File: config.mk
export PLATFORM = sky130hd
export DESIGN_NAME = lite_write_ctrl
export DESIGN_NICKNAME = d
export VERILOG_FILES = /design/src/rtl/lite_write_ctrl.sv
export SDC_FILE = /design/constraint.sdc
export NUM_CORES = 1
export LEC_CHECK = 0
export ABC_AREA = 1
export BUFFER_PORTS_ARGS = -buffer_cell sky130_fd_sc_hd__buf_2
export CELL_PAD_IN_SITES_DETAIL_PLACEMENT = 0
export CELL_PAD_IN_SITES_GLOBAL_PLACEMENT = 2
export CORE_MARGIN = 1
export CORE_UTILIZATION = 25
export CTS_CLUSTER_DIAMETER = 80
export DETAILED_ROUTE_END_ITERATION = 6
export PLACE_DENSITY = 0.77
export SKIP_LAST_GASP = 1
export SLEW_MARGIN = 25
export SYNTH_ARGS = -nofsm -noshare
export SYNTH_HDL_FRONTEND = slang
export SYNTH_SLANG_ARGS = --single-unit
File: constraint.sdc
create_clock -name clk -period 1.4 [get_ports clk]
set_input_delay 0.35 -clock clk [delete_from_list [all_inputs] [get_ports clk]]
set_output_delay 0.35 -clock clk [all_outputs]
set_load 0.005 [all_outputs]
File: src/rtl/lite_write_ctrl.sv
// AXI-Lite register programming sequence for an S2MM DMA channel with idle polling.
// Define LITE_WRITE_CTRL_IRQ_CLR_EN to add an IOC clear write before completion.
module lite_write_ctrl #(
    parameter logic [9:0]  ADDR_DMACR = 10'h030,
    parameter logic [9:0]  ADDR_DA    = 10'h048,
    parameter logic [9:0]  ADDR_LEN   = 10'h058,
    parameter logic [9:0]  ADDR_DMASR = 10'h034,
    parameter logic [15:0] TIMEOUT    = 16'hFFFF
) (
    input  logic        clk,
    input  logic        rst,
    output logic [9:0]  m_axi_lite_awaddr,
    output logic        m_axi_lite_awvalid,
    input  logic        m_axi_lite_awready,
    output logic [31:0] m_axi_lite_wdata,
    output logic        m_axi_lite_wvalid,
    input  logic        m_axi_lite_wready,
    input  logic [1:0]  m_axi_lite_bresp,
    input  logic        m_axi_lite_bvalid,
    output logic        m_axi_lite_bready,
    input  logic        cmd_valid,
    output logic        cmd_ready,
    input  logic [31:0] cmd_addr,
    input  logic [25:0] cmd_len,
    output logic        poll_start,
    input  logic        dma_idle,
    output logic        done,
    output logic        err
);

    typedef enum logic [2:0] {
        IDLE,
        WR_CR,
        WR_DA,
        WR_LEN,
        WAIT_IDLE,
        CLR_IRQ,
        DONE
    } state_t;

    state_t      state;
    state_t      state_nxt;
    logic        err_q;
    logic        err_nxt;
    logic [31:0] addr_q;
    logic [25:0] len_q;
    logic [15:0] cnt;
    logic        issued;
    logic        aw_pend;
    logic        w_pend;
    logic        aw_ok;
    logic        w_ok;
    logic        in_wr;
    logic        wr_done;
    logic        bad_resp;
    logic        timed_out;
    logic [9:0]  wr_addr;
    logic [31:0] wr_data;

    assign in_wr = (state == WR_CR) || (state == WR_DA) ||
                   (state == WR_LEN) || (state == CLR_IRQ);
    assign wr_done   = m_axi_lite_bvalid & m_axi_lite_bready;
    assign bad_resp  = (m_axi_lite_bresp != 2'b00);
    assign timed_out = (cnt == TIMEOUT - 16'd1);

    always_ff @(posedge clk) begin
        if (rst) begin
            state <= IDLE;
            err_q <= 1'b0;
        end else begin
            state <= state_nxt;
            err_q <= err_nxt;
        end
    end

    always_comb begin
        state_nxt = state;
        err_nxt   = err_q;
        unique case (state)
            IDLE: begin
                if (cmd_valid) begin
                    state_nxt = WR_CR;
                    err_nxt   = 1'b0;
                end
            end
            WR_CR: begin
                if (wr_done) state_nxt = WR_DA;
            end
            WR_DA: begin
                if (wr_done) state_nxt = WR_LEN;
            end
            WR_LEN: begin
                if (wr_done) state_nxt = WAIT_IDLE;
            end
            WAIT_IDLE: begin
                // an idle pulse on the last allowed cycle still counts as success
                if (dma_idle) begin
`ifdef LITE_WRITE_CTRL_IRQ_CLR_EN
                    state_nxt = CLR_IRQ;
`else
                    state_nxt = DONE;
`endif
                end else if (timed_out) begin
                    state_nxt = DONE;
                    err_nxt   = 1'b1;
                end
            end
            CLR_IRQ: begin
                if (wr_done) state_nxt = DONE;
            end
            DONE: begin
                state_nxt = IDLE;
            end
            default: begin
                state_nxt = IDLE;
            end
        endcase
        if (in_wr && wr_done && bad_resp) begin
            state_nxt = DONE;
            err_nxt   = 1'b1;
        end
    end

    always_ff @(posedge clk) begin
        if (rst) begin
            addr_q <= '0;
            len_q  <= '0;
            cnt    <= '0;
        end else begin
            if (state == IDLE && cmd_valid) begin
                addr_q <= cmd_addr;
                len_q  <= cmd_len;
            end
            if (state == WAIT_IDLE) cnt <= cnt + 16'd1;
            else                    cnt <= '0;
        end
    end

    // One write per WR state: issue one cycle after entry, never re-issue.
    always_ff @(posedge clk) begin
        if (rst || !in_wr || wr_done) begin
            issued  <= 1'b0;
            aw_pend <= 1'b0;
            w_pend  <= 1'b0;
            aw_ok   <= 1'b0;
            w_ok    <= 1'b0;
        end else begin
            if (!issued) begin
                issued  <= 1'b1;
                aw_pend <= 1'b1;
                w_pend  <= 1'b1;
            end
            if (aw_pend && m_axi_lite_awready) begin
                aw_pend <= 1'b0;
                aw_ok   <= 1'b1;
            end
            if (w_pend && m_axi_lite_wready) begin
                w_pend <= 1'b0;
                w_ok   <= 1'b1;
            end
        end
    end

    always_comb begin
        wr_addr = '0;
        wr_data = '0;
        unique case (state)
            WR_CR: begin
                wr_addr = ADDR_DMACR;
                wr_data = 32'h0000_0001;
            end
            WR_DA: begin
                wr_addr = ADDR_DA;
                wr_data = addr_q;
            end
            WR_LEN: begin
                wr_addr = ADDR_LEN;
                wr_data = {6'b0, len_q};
            end
            CLR_IRQ: begin
                wr_addr = ADDR_DMASR;
                wr_data = 32'h0000_1000;
            end
            default: begin
                wr_addr = '0;
                wr_data = '0;
            end
        endcase
    end

    assign m_axi_lite_awvalid = aw_pend;
    assign m_axi_lite_wvalid  = w_pend;
    assign m_axi_lite_awaddr  = aw_pend ? wr_addr : '0;
    assign m_axi_lite_wdata   = w_pend ? wr_data : '0;
    assign m_axi_lite_bready  = aw_ok & w_ok;

    assign cmd_ready  = (state == IDLE);
    assign poll_start = (state == WAIT_IDLE);
    assign done       = (state == DONE);
    assign err        = (state == DONE) & err_q;

endmodule

==> metrics.md, run 1 <==
| Metric | Value |
|---|---|
| DRT antenna net count | `0` |
| Synthesized flop and latch total | `83` |
| Mean Syn Cell Area | `7.28 um2` |
| Die ar. | `0.0165 mm2` |
| Final hold vios | `0` |
| Vias in the first global route | `4,328` |
| Clk slew on worst S/H paths | `60 ps` |
| Gr usage total | `18.3%` |
| Multi-input gate area | `0.00312 mm2` |
| Status | `finished, violations left` |
| Area contributors post-synth | `dfxtp_1 41%, nand2_1 11%, a21oi_1 9.9%, nand3_1 8.1%, a21oi_2 4.4%` |
| Worst-case vdd ir drop | `842 uV` |
| Port Buffers | `110` |
| Global-route wire length before repair | `23.0 mm` |
| CP required | `1050 ps` |
| Core Area | `0.0154 mm2` |
| DR pass1 iterations | `4` |
| Diode count | `0` |
| Commonest non-fill, non-tap cell in the layout | `buf_2` |
| Fmax | `0.547 GHz` |
| Number of filler cells placed in the layout | `1,508` |
| Hold Crit Depth | `2` |
| Unique cell type count in the Yosys netlist | `36` |
| Max-Cap Viols | `0` |
| Crit Path Class | `flop to output pin` |
| Syn. warnings | `0` |
| Pwr/cell area | `1750 mW/mm2` |
| Post-Syn Instances | `550` |
| Sequential area share after synthesis | `41.5%` |
| Finish-stage setup viols | `120` |
| Max_slew headroom | `58.9%` |
| Synthesized area | `0.00401 mm2` |
| Worst skew pair latency | `350 ps` |
| Number of DRC markers in iteration 0 | `185` |
| Most frequent cells in the layout | `108 x buf_2, 84 x a21oi_2, 80 x dfxtp_1, 65 x nand2_1, 52 x nand2_4` |
| Critical R2R Launch | `state[1]` |
| Register Area | `0.00167 mm2` |
| Routed wire per std cell | `16.0 um` |
| Pins Over Slew Limit | `0` |
| CP startpoint kind | `flop` |
| Setup crit start | `state[2]` |
| Max Fanout on Critical Path | `7` |
| Via density | `4.65` |
| Drt drc | `0` |
| Synth top area share | `41.5%` |
| Final nets | `783` |
| GP Congestion | `0.746` |
| Initial Utilization | `26.0%` |
| Static leakage | `0.00295 uW` |
| Initial antenna violation count | `0` |
| Clock Skews | `8.17 ps` |
| CTS Buf Count | `9` |
| Die X | `129 um` |
| PnR Total Power | `12,500 uW` |
| Crit path DAT | `1480 ps` |
| HP Class | `input port to flop` |
| CTS Buffer Depth | `2` |
| Final WL | `14.8 mm` |
| Via count | `4,329` |
| Sink Count | `83` |
| Pre-CTS setup slack | `-103 ps` |
| Share of cells above drive strength 1 | `62.9%` |
| Failing checks | `negative setup slack` |
| Slew @ Worst Pin | `617 ps` |
| Synth-to-layout area growth | `79.3%` |
| DP HPWL | `8.75 mm` |
| Largest net degree at the start of global routing | `48` |
| GRT overflow | `0` |
| Io pins | `116` |
| CTS tree | `done` |
| Period Utilization, post-route | `130%` |
| Hold_sp | `m_axi_lite_awready` |
| CP Capture Type | `output pin` |
| R2R depth | `9` |
| RSZ-0062 raised after global routing | `yes` |
| Std-Cell Rows | `45` |
| CTS H-tree lvls | `3` |
| CTS Root Buffer Type | `clkbuf_16` |
| Final Critical Period | `1830 ps` |
| Die Ht | `129 um` |
| Top cell type by total area after synthesis | `dfxtp_1` |
| Worst setup margin | `-427 ps` |
==> flip-flops by register name, indices dropped and copies added (netlist names) <==
register            cells
len_q                  26
cnt                    16
w_ok                    1
aw_ok                   1
state                   3
err_q                   1
m_axi_lite_awvalid      1
m_axi_lite_wvalid       1
addr_q                 32
issued                  1
==> per-layer routing <==
| layer | global-route usage, % | vias up | share of wire, % |
|---|---|---|---|
| li1 | - | 2139 | - |
| met1 | 23.3 | 2065 | 45 |
| met2 | 30.0 | 99 | 49 |
| met3 | 2.79 | 26 | 3.6 |
| met4 | 9.20 | 0 | 2.9 |
| met5 | 0 | - | 0 |
==> report_power, final <==
group / total (uW) / internal [uW] / switching, uW
registers: 3280 / 2840 / 435
logic: 6800 / 3370 / 3420
clock network: 2460 / 1480 / 986
==> layout make-up <==
type / instances / share of cell area, %
Sequential cell: 83 / 23.3
Clock inverter: 4 / 0.679
Inverter: 40 / 2.53
Timing Repair Buffer: 184 / 22.8
Multi-Input combinational cell: 395 / 43.4
Timing Repair inverter: 1 / 0.105
Tap cell: 211 / 3.68
Clock buffer: 12 / 3.57
==> critical path, stage by stage (launching register included) <==
cell	delay [ps]
dfxtp_2	330
inv_4	80
nand3_4	80
inv_4	90
buf_6	110
buf_12	130
nand2_2	60
a21oi_2	120
buf_2	120
==> cells by family after synthesis <==
logic type,after synthesis,synth area share [%]
xor gates and xnor gates,2,0.437
and+or+nand+nor,265,30.4
DFF,83,41.5
other,1,0.0936
AOI/OAI and AO/OA,117,16.9
buffers and inverters,80,10.1
adders and majority gates,2,0.625
==> synthesized netlist by cell type <==
master	instances
nand2_1	119
dfxtp_1	83
a21oi_1	79
nand3_1	65
nor2_1	40
inv_1	34
a21oi_2	20
nand2_2	20
buf_2	13
buf_4	12
clkbuf_1	12
o21ai_0	12
inv_2	5
nor3_1	5
nand4_1	4
nor2_2	3
a211oi_1	2
buf_12	2
ha_1	2
or2_2	2
buf_8	1
clkinv_2	1
conb_1	1
nand2_4	1
nand2_8	1
nor2_8	1
nor3_4	1
nor3b_1	1
o211ai_1	1
o21ai_1	1
o21ai_2	1
o221ai_1	1
or2_0	1
or2_1	1
xnor2_1	1
xor2_1	1
==> what timing repair did <==
action / in CTS / in global routing
gates resized for setup: 166 / 160
hold endpoints to repair: 0 / 0
pin swaps: 70 / 47
cloned: 17 / 3
setup buffers: 25 / 8
endpoints found under the setup margin: 101 / 121
hold buffers: 0 / 0
==> final timing paths <==
path	end	slack, ps
max	m_axi_lite_wdata[8]	-430
min reg2reg	addr_q[29]	460
max reg2reg	cnt[9]	-300
min	m_axi_lite_awvalid	220
==> through the flow <==
stage | cell area, um2 | TNS (ps) | hold slack (ps) | utilization (%) | instances
5_1_grt | 7180 | -37060 | 218 | 46.6 | 930
4_1_cts | 6700 | -26420 | 203 | 43.4 | 931
3_5_place_dp | 5070 | -5270 | 444 | 32.9 | 873
6_report | 7180 | -30720 | 215 | 46.6 | 930
3_3_place_gp | 5070 | -3390 | 436 | 32.9 | 873
2_1_floorplan | 4110 | -394 | 425 | - | 554
(Power assumes the default switching activity.)
==> inputs of run 2 (changes only) <==
CTS_CLUSTER_SIZE = 10   (was not set)
SKIP_LAST_GASP = not set   (was 1)
==> metrics.md, run 2 (same netlist as run 1, synthesis figures left out) <==
| Metric | Value |
|---|---|
| R2R depth | `11` |
| DP HPWL | `8.75 mm` |
| Critical R2R Capture | `len_q[14]` |
| Hold Crit Depth | `2` |
| Commonest non-fill, non-tap cell in the layout | `buf_2` |
| Synth-to-layout area growth | `81.7%` |
| CP required | `1050 ps` |
| CP startpoint kind | `flop` |
| Die ar. | `0.0165 mm2` |
| Initial Utilization | `26.0%` |
| Status | `finished, violations left` |
| R2r setup slk | `-240 ps` |
| Number of DRC markers in iteration 0 | `184` |
| Failing checks | `negative setup slack` |
| Die X | `129 um` |
| Crit path top cell by count | `inv_4` |
| Fmax | `0.548 GHz` |
| Inst Count DP | `873` |
| Sink Count | `83` |
| Hold_sp | `m_axi_lite_awready` |
| DRT antenna net count | `0` |
| GP Congestion | `0.746` |
| Top flop regs | `addr_q: 32 flops, len_q: 26 flops, cnt: 16 flops` |
| CTS tree | `done` |
| Max_slew headroom | `55.7%` |
| Pins Over Slew Limit | `0` |
| Initial antenna violation count | `0` |
| Diode count | `0` |
| Via density | `4.67` |
| Most frequent cells in the layout | `108 x buf_2, 84 x a21oi_2, 80 x dfxtp_1, 61 x nand2_1, 57 x nand2_4` |
| Worst-case vdd ir drop | `819 uV` |
| Register name with the most flops | `addr_q` |
| Crit path DAT | `1470 ps` |
| CTS Root Buffer Type | `clkbuf_16` |
| Global-route wire length before repair | `22.9 mm` |
| Number of filler cells placed in the layout | `1,486` |
| Final WL | `14.8 mm` |
| Pre-CTS setup slack | `-103 ps` |
| Hold_buf cts | `0` |
| Final Critical Period | `1820 ps` |
| Via count | `4,349` |
| Share of cells above drive strength 1 | `63.8%` |
| Largest net degree at the start of global routing | `48` |
| Worst setup margin | `-424 ps` |
| Drt drc | `0` |
| Gr usage total | `18.2%` |
| Slew @ Worst Pin | `665 ps` |
| Clk slew on worst S/H paths | `60 ps` |
| HP Class | `input port to flop` |
| CTS Buffer Depth | `2` |
| Vias in the first global route | `4,338` |
| Final hold vios | `0` |
| Max-Cap Viols | `0` |
| Port Buffers | `110` |
| PnR Total Power | `12,700 uW` |
| Slowest stage delay, CP | `330 ps` |
| Finish-stage setup viols | `121` |
| Die Ht | `129 um` |
| Std-Cell Rows | `45` |
| Static leakage | `0.00303 uW` |
| Core Util, Final | `47.2%` |
| CTS H-tree lvls | `3` |
| Max Fanout on Critical Path | `7` |
| Routed wire per std cell | `15.9 um` |
| Io pins | `116` |
| CP Capture Type | `output pin` |
| Crit Path Class | `flop to output pin` |
| Final nets | `785` |
| GRT overflow | `0` |
| Max reg flops | `32` |
| CTS Buf Count | `9` |
| CP max-delay cell | `dfxtp_2` |
| DR pass1 iterations | `4` |
| RSZ-0062 raised after global routing | `yes` |
| Clock Skews | `10.5 ps` |
| Hold path endpoint | `m_axi_lite_awvalid` |
| Pwr/cell area | `1740 mW/mm2` |
| Critical path cell sequence | `inv_4 > nand3_4 > inv_4 > buf_6 > buf_12 > nand2_2 > a21oi_2 > buf_2` |
| Period Utilization, post-route | `130%` |
| Layout Cells excl Fill | `932` |
| Critical R2R Launch | `state[1]` |
| Core Area | `0.0154 mm2` |
| Worst skew pair latency | `350 ps` |
-- run 2: changes by cell type in the layout (fill, tap and decap cells not counted), sizes merged --
cell,before,now
inv,38,39
buf,183,186
clkinvlp,2,0
-- run 2: worst max-delay path by stage --
stage | startpoint | endpoint | slack [ps]
floorplan | state[2] | m_axi_lite_wdata[10] | -20
global placement | state[1] | addr_q[25] | -70
detailed placement | state[1] | addr_q[25] | -100
CTS | state[2] | m_axi_lite_wdata[25] | -430
global route | state[2] | m_axi_lite_wdata[8] | -510
finish | state[2] | m_axi_lite_wdata[8] | -420
-- run 2: cell type report --
cell class | count | area, um2 | area share (%)
repair buffers | 187 | 1680 | 23.1
clock buffers | 12 | 256 | 3.52
clock inverters | 4 | 48.8 | 0.670
flip-flops and latches | 83 | 1670 | 22.9
inverters | 40 | 183 | 2.51
well taps | 211 | 264 | 3.63
multi-input cells | 395 | 3180 | 43.7
-- run 2: critical path: cells and delay by family, from the launching register on --
family / cells / cell delay [ps]
buffers and inverters: 5 / 530
DFF: 1 / 330
and+or+nand+nor: 2 / 140
AOI/OAI and AO/OA: 1 / 120
-- run 2: timing repair --
item                                    4_1_cts  5_1_grt
pin swaps                                    70       53
endpoints found under the setup margin      101      121
setup buffers                                25       11
hold endpoints to repair                      0        0
gates cloned                                 17        2
resized for setup                           185      158
-- run 2: metal layers --
metal / wire, um / GRT usage [%] / vias up
li1: - / - / 2153
met1: 6550 / 23.2 / 2053
met2: 7230 / 30.0 / 116
met3: 622 / 2.79 / 27
met4: 428 / 9.20 / 0
met5: 0 / 0 / -
-- run 2: report_power, final --
part	switching, uW	internal (uW)
registers	449	2840
logic	3480	3450
clock network	985	1480
total	4910	7770
-- run 2: per-stage QoR --
step,TNS [ps],hold WS (ps),instance area (um2)
CTS,-24970,203,6750
finish,-28340,214,7280
global route,-34730,218,7280
global placement,-3390,436,5070
floorplan,-394,425,4110
detailed placement,-5270,444,5070
==> inputs of run 3 (changes only) <==
ABC_AREA = not set   (was 1)
PLACE_DENSITY = 0.71   (was 0.77)
==> metrics.md, run 3 <==
| Metric | Value |
|---|---|
| Status | `finished, violations left` |
| Failing checks | `negative setup slack` |
| CTS Root Buffer Type | `clkbuf_16` |
| Pwr/cell area | `1500 mW/mm2` |
| Register name with the most flops | `addr_q` |
| Main synth FF type | `dfxtp_1` |
| Worst-case vdd ir drop | `512 uV` |
| FFs w/ async S/R, synth | `0%` |
| Post-Syn Instances | `468` |
| PnR Total Power | `9030 uW` |
| Synth-to-layout area growth | `62.5%` |
| GRT overflow | `0` |
| Critical path cell sequence | `nor2b_4 > and3b_2 > and2_1 > buf_2` |
| Top cell type by total area after synthesis | `dfxtp_1` |
| Max reg flops | `32` |
| Drt drc | `0` |
| Final Critical Period | `1770 ps` |
| Register Area | `0.00169 mm2` |
| Die Ht | `124 um` |
| Number of DRC markers in iteration 0 | `153` |
| Logic pwr share | `40.8%` |
| Final nets | `705` |
| Initial antenna violation count | `0` |
| Commonest non-fill, non-tap cell in the layout | `nand2_1` |
| Max Fanout on Critical Path | `8` |
| Die ar. | `0.0153 mm2` |
| Initial Utilization | `25.5%` |
| Crit path DAT | `1420 ps` |
| Share of cells above drive strength 1 | `44.9%` |
| Sink Count | `83` |
| Syn. warnings | `0` |
| Die X | `124 um` |
| Unique cell type count in the Yosys netlist | `47` |
| Clock Skews | `4.56 ps` |
| CP required | `1050 ps` |
| DP HPWL | `7.27 mm` |
| Period Utilization, post-route | `126%` |
| CP max-delay cell | `dfxtp_4` |
| Io pins | `116` |
| WP buf/inv | `1` |
| DR pass1 iterations | `4` |
| Max-Cap Viols | `0` |
| Post-synth EDFFs | `0` |
| Top flop regs | `addr_q: 32 flops, len_q: 26 flops, cnt: 16 flops` |
| CP startpoint kind | `flop` |
| HP Class | `input port to flop` |
| Sw frac | `31.4%` |
| Largest net degree at the start of global routing | `44` |
| Routed wire per std cell | `14.0 um` |
| Fmax | `0.567 GHz` |
| CTS H-tree lvls | `3` |
| Pins Over Slew Limit | `0` |
| Sequential area share after synthesis | `44.9%` |
| Core Area | `0.0145 mm2` |
| GP Congestion | `0.818` |
| Synth top area share | `44.9%` |
| Area contributors post-synth | `dfxtp_1 45%, nand2_1 13%, a21oi_1 9.1%, mux2i_1 6.8%, nor2_1 4.3%` |
| Most frequent cells in the layout | `121 x nand2_1, 106 x buf_2, 69 x dfxtp_1, 42 x a21oi_1, 42 x buf_4` |
| Core Util, Final | `41.5%` |
| Crit Path Class | `flop to output pin` |
| CP Capture Type | `output pin` |
| Global-route wire length before repair | `17.8 mm` |
| Static leakage | `0.00251 uW` |
| Vias in the first global route | `3,555` |
| Via count | `3,727` |
| CTS tree | `done` |
| Slowest stage delay, CP | `470 ps` |
| Gr usage total | `15.4%` |
| DRT antenna net count | `0` |
| Crit path max-delay family | `simple AND/OR/NAND/NOR gates` |
| Psw | `2830 uW` |
| Finish-stage setup viols | `102` |
| Via density | `4.51` |
| Final hold vios | `0` |
| Number of filler cells placed in the layout | `1,487` |
| RSZ-0062 raised after global routing | `yes` |
| Final WL | `11.5 mm` |
| Synthesized area | `0.00370 mm2` |
| Internal Power | `6200 uW` |
| Clk slew on worst S/H paths | `60 ps` |
| Std-Cell Rows | `44` |
| Commonest cells in the netlist | `125 x nand2_1, 83 x dfxtp_1, 67 x a21oi_1` |
| CTS Buffer Depth | `2` |
| Worst setup margin | `-365 ps` |
| CTS Buf Count | `9` |
| Synthesized flop and latch total | `83` |
| Worst skew pair latency | `340 ps` |
| Port Buffers | `110` |
| Multi-input gate area | `0.00219 mm2` |
| Mean Syn Cell Area | `7.90 um2` |
| Count leader, synth | `nand2_1` |
| Power share of the clock group | `25.4%` |
| Seq pwr share | `33.7%` |
==> run 3: cell types whose count changed after synthesis, sizes merged, moves of 14 or more <==
cell   delta
inv      -33
a21oi    -32
mux2i    +25
nand2    -16
nand3    -62
and2     +14
==> run 3: repair_timing <==
| item | 4_1_cts | 5_1_grt |
|---|---|---|
| hold buffers | 0 | 0 |
| resized for setup | 53 | 58 |
| endpoints found under the setup margin | 119 | 122 |
| setup buffers | 20 | 5 |
| pin swaps | 13 | 10 |
| hold endpoints to repair | 0 | 0 |
| cloned | 8 | 3 |
==> run 3: area by class of cell <==
| type | count | area share [%] |
|---|---|---|
| clock inverter | 4 | 0.375 |
| antenna | 1 | 0.0416 |
| multi-input combinational | 347 | 36.4 |
| clock buffer | 12 | 4.46 |
| inverter | 6 | 0.375 |
| sequential | 83 | 28.1 |
| tap | 184 | 3.83 |
| timing repair buffer | 189 | 26.4 |
==> run 3: per-stage QoR <==
step | hold WS (ps) | worst slack (ps) | cells | instance area [um2] | setup TNS [ps]
6_report | 239 | -365 | 826 | 6010 | -27180
5_1_grt | 234 | -434 | 825 | 6010 | -35400
3_5_place_dp | 442 | -168 | 775 | 4780 | -10380
2_1_floorplan | 415 | -35.3 | 472 | 3780 | -263
3_3_place_gp | 438 | -123 | 775 | 4780 | -8180
4_1_cts | 212 | -392 | 819 | 5680 | -24310
==> run 3: worst paths after layout <==
path              depth (start not counted)                   end  slack, ps    startpoint
hold / removal                            3            addr_q[30]        240  cmd_addr[30]
setup / recovery                          4  m_axi_lite_wdata[29]       -370      state[0]
hold reg to reg                           2            addr_q[28]        450    addr_q[28]
setup reg to reg                          9              len_q[2]       -270      state[0]
==> run 3: worst min-delay path, stage by stage <==
cell and delay, ps:
buf_2 90, nand2_1 40, a21oi_1 50
==> run 3: routing by layer <==
| metal | share of wire, % | up-vias | track usage, % | wire length (um) |
|---|---|---|---|---|
| li1 | - | 1893 | - | - |
| met1 | 45 | 1760 | 19.7 | 5230 |
| met2 | 49 | 61 | 26.1 | 5670 |
| met3 | 4.1 | 13 | 2.43 | 471 |
| met4 | 1.5 | 0 | 5.72 | 169 |
| met5 | 0 | - | 0 | 0 |
==> run 3: cell families (layout without fill, tap and decap cells) <==
| kind of cell | after synthesis | after routing | synth area share, % |
|---|---|---|---|
| XOR/XNOR | 10 | 10 | 2.37 |
| other | 1 | 6 | 0.101 |
| AO/OA/AOI/OAI | 83 | 83 | 12.5 |
| multiplexers | 26 | 26 | 7.07 |
| flip-flops | 83 | 83 | 44.9 |
| AND/OR/NAND/NOR | 220 | 220 | 26.6 |
| buffers and inverters | 42 | 211 | 5.52 |
| adder cells (fa/ha/maj) | 3 | 3 | 0.947 |
==> run 3: power by group through the flow <==
| stage | Combinational, uW | Clock [uW] | Sequential [uW] |
|---|---|---|---|
| 2_1_floorplan | 1410 | 0 | 2970 |
| 3_3_place_gp | 2140 | 0 | 3030 |
| 3_5_place_dp | 2150 | 0 | 3050 |
| 4_1_cts | 3360 | 2380 | 3030 |
| 5_1_grt | 3980 | 2490 | 3100 |
| 6_report | 3690 | 2300 | 3050 |
